==> config.mk <==
export PLATFORM = sky130hd
export DESIGN_NAME = fn_to_recfn_issue
export DESIGN_NICKNAME = d
export VERILOG_FILES = /design/src/rtl/fn_to_recfn_issue.sv
export SDC_FILE = /design/constraint.sdc
export NUM_CORES = 1
export LEC_CHECK = 0
export BUFFER_PORTS_ARGS = -buffer_cell sky130_fd_sc_hd__buf_4
export CORE_UTILIZATION = 45
export DETAILED_ROUTE_END_ITERATION = 16
export PLACE_DENSITY = 0.71
export SYNTH_ARGS = -nofsm -noshare
export SYNTH_HDL_FRONTEND = slang
export SYNTH_SLANG_ARGS = --single-unit
export TNS_END_PERCENT = 50
==> constraint.sdc <==
create_clock -name clk -period 3.6 [get_ports clk]
set_input_delay 0.36 -clock clk [delete_from_list [all_inputs] [get_ports clk]]
set_output_delay 0.36 -clock clk [all_outputs]
set_load 0.1 [all_outputs]
==> src/rtl/fn_to_recfn_issue.sv <==
// Purpose: recodes two IEEE-754 operands into the recoded-float format ahead of an adder issue slot.
// Latency: 1 cycle from accept to out_valid. Backpressure: in_ready follows out_ready when the single
// entry is full; with FN_TO_RECFN_SKID_EN a second entry decouples in_ready from out_ready.
module fn_to_recfn_issue #(
    parameter int expWidth = 8,
    parameter int sigWidth = 24
) (
    input  logic                         clk,
    input  logic                         reset,
    input  logic                         go,
    output logic                         in_ready,
    input  logic [expWidth+sigWidth-1:0] a_in,
    input  logic [expWidth+sigWidth-1:0] b_in,
    input  logic                         sub_in,
    input  logic [2:0]                   rm_in,
    output logic                         out_valid,
    input  logic                         out_ready,
    output logic [expWidth+sigWidth:0]   a_rec,
    output logic [expWidth+sigWidth:0]   b_rec,
    output logic                         sub_out,
    output logic [2:0]                   rm_out
);
    localparam int fnWidth  = expWidth + sigWidth;
    localparam int recWidth = fnWidth + 1;
    localparam logic [expWidth:0] subBias  = (expWidth+1)'((1 << (expWidth-1)) | 2);
    localparam logic [expWidth:0] normBias = (expWidth+1)'((1 << (expWidth-1)) + 1);

    function automatic logic [expWidth:0] leadZeros(input logic [sigWidth-2:0] f);
        logic [expWidth:0] n;
        n = '0;
        for (int i = 0; i < sigWidth-1; i++)
            if (f[i]) n = (expWidth+1)'(sigWidth - 2 - i);
        return n;
    endfunction

    function automatic logic [recWidth-1:0] recode(input logic [fnWidth-1:0] x);
        logic [expWidth-1:0] e;
        logic [sigWidth-2:0] f;
        logic [sigWidth-1:0] shifted;
        logic [expWidth:0]   nd;
        logic [expWidth:0]   adjExp;
        logic [expWidth:0]   recExp;
        e       = x[fnWidth-2 -: expWidth];
        f       = x[sigWidth-2:0];
        nd      = leadZeros(f);
        shifted = {f, 1'b0} << nd;
        if (e == '0) adjExp = ~nd + subBias;
        else         adjExp = {1'b0, e} + normBias;
        // Zero is canonicalised to an all-zero exponent; its low exponent bits carry no meaning.
        if (&e)                          recExp = {2'b11, |f, adjExp[expWidth-3:0]};
        else if (e == '0 && f == '0)     recExp = '0;
        else                             recExp = adjExp;
        return {x[fnWidth-1], recExp, (e == '0) ? shifted[sigWidth-2:0] : f};
    endfunction

    logic [recWidth-1:0] aRecIn, bRecIn;
    logic [recWidth-1:0] headA, headB;
    logic                headSub;
    logic [2:0]          headRm;
    logic                accept, drain, loadHead;

    assign aRecIn = recode(a_in);
    assign bRecIn = recode(b_in);
    assign accept = go && in_ready;
    assign drain  = out_valid && out_ready;

`ifdef FN_TO_RECFN_SKID_EN
    typedef enum logic [1:0] {EMPTY, ONE, TWO} state_t;
    state_t              state, stateNext;
    logic [recWidth-1:0] aSkid, bSkid;
    logic                subSkid;
    logic [2:0]          rmSkid;
    logic                loadSkid, headFromSkid;

    always_comb begin
        stateNext    = state;
        loadHead     = 1'b0;
        loadSkid     = 1'b0;
        headFromSkid = 1'b0;
        case (state)
            EMPTY: if (accept) begin stateNext = ONE; loadHead = 1'b1; end
            ONE: begin
                if (accept && drain) loadHead = 1'b1;
                else if (accept) begin stateNext = TWO; loadSkid = 1'b1; end
                else if (drain) stateNext = EMPTY;
            end
            TWO: if (drain) begin stateNext = ONE; loadHead = 1'b1; headFromSkid = 1'b1; end
            default: stateNext = EMPTY;
        endcase
    end

    // Ready is decoded from state only, so out_ready never reaches in_ready.
    assign in_ready  = reset && (state != TWO);
    assign out_valid = (state != EMPTY);
    assign headA     = headFromSkid ? aSkid   : aRecIn;
    assign headB     = headFromSkid ? bSkid   : bRecIn;
    assign headSub   = headFromSkid ? subSkid : sub_in;
    assign headRm    = headFromSkid ? rmSkid  : rm_in;

    always_ff @(posedge clk or negedge reset) begin
        if (!reset) begin
            aSkid   <= '0;
            bSkid   <= '0;
            subSkid <= 1'b0;
            rmSkid  <= '0;
        end else if (loadSkid) begin
            aSkid   <= aRecIn;
            bSkid   <= bRecIn;
            subSkid <= sub_in;
            rmSkid  <= rm_in;
        end
    end
`else
    typedef enum logic {EMPTY, FULL} state_t;
    state_t state, stateNext;

    always_comb begin
        stateNext = state;
        loadHead  = 1'b0;
        case (state)
            EMPTY: if (accept) begin stateNext = FULL; loadHead = 1'b1; end
            FULL: begin
                if (accept) loadHead = 1'b1;
                else if (drain) stateNext = EMPTY;
            end
            default: stateNext = EMPTY;
        endcase
    end

    assign in_ready  = reset && ((state == EMPTY) || out_ready);
    assign out_valid = (state == FULL);
    assign headA     = aRecIn;
    assign headB     = bRecIn;
    assign headSub   = sub_in;
    assign headRm    = rm_in;
`endif

    always_ff @(posedge clk or negedge reset) begin
        if (!reset) state <= EMPTY;
        else        state <= stateNext;
    end

    always_ff @(posedge clk or negedge reset) begin
        if (!reset) begin
            a_rec   <= '0;
            b_rec   <= '0;
            sub_out <= 1'b0;
            rm_out  <= '0;
        end else if (loadHead) begin
            a_rec   <= headA;
            b_rec   <= headB;
            sub_out <= headSub;
            rm_out  <= headRm;
        end
    end
endmodule

Word-level counts from Yosys, hierarchy flattened

Index checks and enable logic that the tools add are counted.

Word-level logic and storage cells: 86
Bits of input ports: 72
Register bits after elaboration: 71
Output and inout bits: 72

Reductions and logical operators: 14
Multiplexer cells: 58
Shifts and indexed selects: 2
Bitwise logic cells: 3
Add/subtract/negate cells: 4

Operators by type and width:

| cell                                                           | count |
|---|---|
| 9-bit 2-to-1 mux                                               | 47 |
| 24-bit by 9-bit left shift with 23-bit output                  | 2 |
| 23-bit logical NOT                                             | 2 |
| 23-bit 2-to-1 mux                                              | 2 |
| 23-bit OR reduction                                            | 2 |
| 5-bit 2-to-1 mux                                               | 5 |
| 8-bit by 8-bit adder with 9-bit output (second input constant) | 2 |
| 9-bit by 8-bit adder with 9-bit output (second input constant) | 2 |
| 9-bit NOT                                                      | 2 |
| 8-bit logical NOT                                              | 2 |
| 8-bit AND reduction                                            | 2 |
| 1-bit logical AND                                              | 5 |
| 1-bit 2-to-1 mux                                               | 3 |
| 1-bit case mux with 2 select lines                             | 1 |
| 1-bit logical OR                                               | 1 |
| 1-bit NOT                                                      | 1 |

Logic depth before layout (Yosys ltp)

Depth after elaboration: 28
Gate-level depth with buffers: 13
Mapped depth without buffers: 10

Worst setup path after synthesis

No wires, ideal clock.

Kind: flip-flop to flip-flop
Start point: register state (netlist: out_valid)
End point: register b_rec[19]
Path buffers: 1
Data required time: 3.461 ns
Setup time: 0.139 ns
Slack: 0.711 ns
Clock period less this slack: 2.889 ns
Cell stages (with the launch flop): 7
Arrival time: 2.750 ns
Cell sequence: dfrtp_1 > nand2b_1 > and2_1 > nand2_1 > clkbuf_1 > a2111oi_0 > a21oi_1

Word-level cells in the longest chain between the ends: 5

RTL lines:

| item                   | RTL line | source |
|---|---|---|
| from (decl)            | 115      | `state_t state, stateNext;` |
| from (signal assigned) | 140      | `else state <= stateNext;` |
| 1-bit NOT              | n/a      |  |
| 1-bit logical OR       | 130      | `assign in_ready = reset && ((state == EMPTY) \|\| out_ready);` |
| 1-bit logical AND      | 130      |  |
| named net in_ready     | 11       | `output logic in_ready,` |
| 1-bit logical AND      | 64       | `assign accept = go && in_ready;` |
| 1-bit 2-to-1 mux       | 121, 123 |  |
| to (signal assigned)   | 146      | `b_rec <= '0;` |
| to (signal assigned)   | 151      | `b_rec <= headB;` |
| to (decl)              | 19       | `output logic [expWidth+sigWidth:0] b_rec,` |

The timed path passes the listed nets, and every way through them passes these cells.
A chain may end at the register's enable or synchronous reset.

Final worst setup path

Start point: input b_in[21]
End point: register b_rec[7]

Word-level cells in the longest chain between the ends: 4

RTL lines:

| item                                            | RTL line | source |
|---|---|---|
| from (decl)                                     | 13       | `input logic [expWidth+sigWidth-1:0] b_in,` |
| 9-bit 2-to-1 mux (2 in a row)                   | 32       | `if (f[i]) n = (expWidth+1)'(sigWidth - 2 - i);` |
| 24-bit by 9-bit left shift with 23-bit output * | 46       | `shifted = {f, 1'b0} << nd;` |
| 23-bit 2-to-1 mux *                             | 53       | `return {x[fnWidth-1], recExp, (e == '0) ? shifted[sigWidth-2:0] : f};` |

Mark *: on every way between the ends. The rest lies on a longest branch, timed or not.

==> metrics <==
P&R area growth vs syn=26.2%; Final Skew=0.00790 ns; clock transition at the registers of the reported paths=0.06 ns; Slew @ Worst Pin=1.21 ns; GRT busiest layer=met2; # diodes=0; r2r setup slk=1.56 ns; Fillers=1227; row cnt=41; CP arrival=3.22 ns; mapped cell area=0.00594 sq mm; worst path required time=3.81 ns; final worst path period need=3.01 ns; total power=3.83 mW; asr flop ratio synth=100%; CTS tree=yes; M2 GR Usage=49.0%; post-cts resize count=0; GR Util met1=47.8%; Pins Over Slew Limit=0; syn_area_per_cell=7.95 sq um; via count=6812; Fin. Hold Viols=0; unrepaired setup endpoints after global routing=no; Port Buffer Count=143; PwrDens=512 mW/mm^2; Internal Power=1.94 mW; most instantiated cells after synthesis=92 x nor2_1, 88 x nand2_1, 71 x dfrtp_1; reg2reg end=b_rec[17]; WL per Instance=21.3 um; initial core utilization=46.7%; post-placement cell area=0.00718 sq mm; initial antenna violation count=1; Vias/cell=6.48; CP Capture Type=register; post-route ant nets=0; Core Box Area=0.0127 sq mm; Clk pwr share=23.6%; most frequent cell after synthesis=nor2_1; Most used DFF post-synth=dfrtp_1; Comb pwr share=49.7%; Worst Setup Start Kind=input port; share of the synthesized area in the top cell type=29.9%; drt first-iter violations=754; Longest Clk Path Bufs=2; number of synthesized flops with an enable pin=0; total number of yosys warnings=0; H-tree depth=3; clock root buffer=clkbuf_16; final net count=952; CP Class=input port to register; r2r startpoint=out_valid; HPWL Detailed=16700 um; hold crit path type=input port to register; outcome=completed; Lkg Pwr=3.38 nW; clock latency at the later pin of the worst-skew pair=0.34 ns; sequential share of power=26.7%; Final period util=83.5%; Worst Setup EP=b_rec[7]; Sw Ratio=49.5%; io pins=144; die height=117 um; Peak Freq=333 MHz; drt pass-1 iters=6; FF+latch count, synth=71; Residual DRC=0; design area=0.00749 sq mm; Netlist cell types=75; Max VDD drop=0.451 mV; switching pwr=1.90 mW; critical path startpoint=b_in[21]; Worst R2R Path Depth=7; first-pass GRT wire length=34100 um; syn nets=825; Max-slew headroom=19.0%; GRT Overall Usage=32.9%; DIE AREA=0.0137 sq mm; ranking of synthesized cells by area=dfrtp_1 30%, mux2i_1 8.1%, nor2_1 5.8%; gp weighted congestion=1.02; TNS Setup=0 ns; post-synthesis sequential area ratio=29.9%; area leader, netlist=dfrtp_1; die width=117 um; WHS Path Cells=3; Post-Syn Instances=747; Num CTS Buffers=9; met3 Use GR=7.67%; # clock sinks=71; share of cells above drive strength 1=25.4%; vias in the first global route=6142; global route total overflow=0; Max Cap Viol=0; largest net degree at the start of global routing=71; final wirelength=22400 um; final-report setup violation count=0; CP Max Fanout=16
-- worst min path at each step --
stage / endpoint / startpoint
floorplan: a_rec[0] / reset
global placement: out_valid / reset
detailed placement: out_valid / reset
CTS: sub_out / sub_in
global route: rm_out[2] / rm_in[2]
finish: a_rec[32] / a_in[31]
-- critical path, cell delays in order --
cell and delay (ns):
buf_4 0.13, nor2b_1 0.16, nor3_2 0.23, o21ai_0 0.25
o21ai_2 0.75, buf_4 0.29, mux2i_1 0.28, mux2i_1 0.14
mux2i_1 0.22, a2bb2oi_1 0.29, o21ai_0 0.11
-- metal layers --
layer  share of wire [%]  routed length (um)  vias to the layer above
met1                  45               10000                     3279
met2                  43                9600                      433
met3                  11                2440                       44
li1                    -                   -                     3054
met5               0.062                  14                        -
met4                 1.7                 378                        2
-- power by group through the flow --
stage	logic [mW]	clock network (mW)	registers (mW)
after CTS	1.90	0.924	1.02
after detailed placement	1.89	0	1.03
final	1.91	0.907	1.02
after global routing	1.98	0.953	1.04
after floorplan	0.432	0	1.99
after global placement	1.88	0	1.03
-- flip-flops by register name (all words and copies together) (netlist names) --
register,cells
a_rec,33
b_rec,33
out_valid,1
rm_out,3
sub_out,1
-- cells in the final DEF (no fill, tap or decap), drive strengths merged, types with 9 or more instances in the layout --
cell,count
mux2i,48
inv,21
a221oi,17
o21ai,43
nand2b,10
dfrtp,71
xnor2,9
buf,167
nand3,15
a21oi,56
a31oi,18
nand2,88
a22oi,10
clkbuf,11
nor3,16
o22ai,12
nor2,92
mux2,21
a211oi,17
and3,13
-- what timing repair did --
action,4_1_cts,5_1_grt
hold endpoints to repair,1,0
buffers inserted,0,0
endpoints found under the setup margin,0,0
hold buffers,1,0
-- cells by family after synthesis --
kind of cell / Yosys count / synth area share, %
xor+xnor: 12 / 1.77
flops: 71 / 29.9
mux: 70 / 12.4
fa+ha+maj: 6 / 1.26
compound gates: 244 / 28.3
buf+inv: 72 / 5.18
simple gates: 272 / 21.1
-- layout make-up --
type | count | area (sq um) | area share (%)
Clock buffer | 11 | 243 | 3.24
Clock inverter | 5 | 56.3 | 0.751
Inverter | 20 | 80.1 | 1.07
Multi-Input combinational cell | 604 | 3860 | 51.5
Sequential cell | 71 | 1780 | 23.7
Tap cell | 172 | 215 | 2.87
Timing Repair Buffer | 168 | 1260 | 16.9
-- through the flow --
step           util, %  std cells  setup WS [ns]  hold slack [ns]
2_1_floorplan        -        747          0.711           0.0644
5_1_grt           58.9       1051          0.379            0.228
3_5_place_dp      56.5       1034          0.326            0.153
3_3_place_gp      56.5       1034          0.427            0.152
6_report          58.9       1051          0.593            0.223
4_1_cts           58.9       1051          0.690            0.218
(Power assumes the default switching activity.)
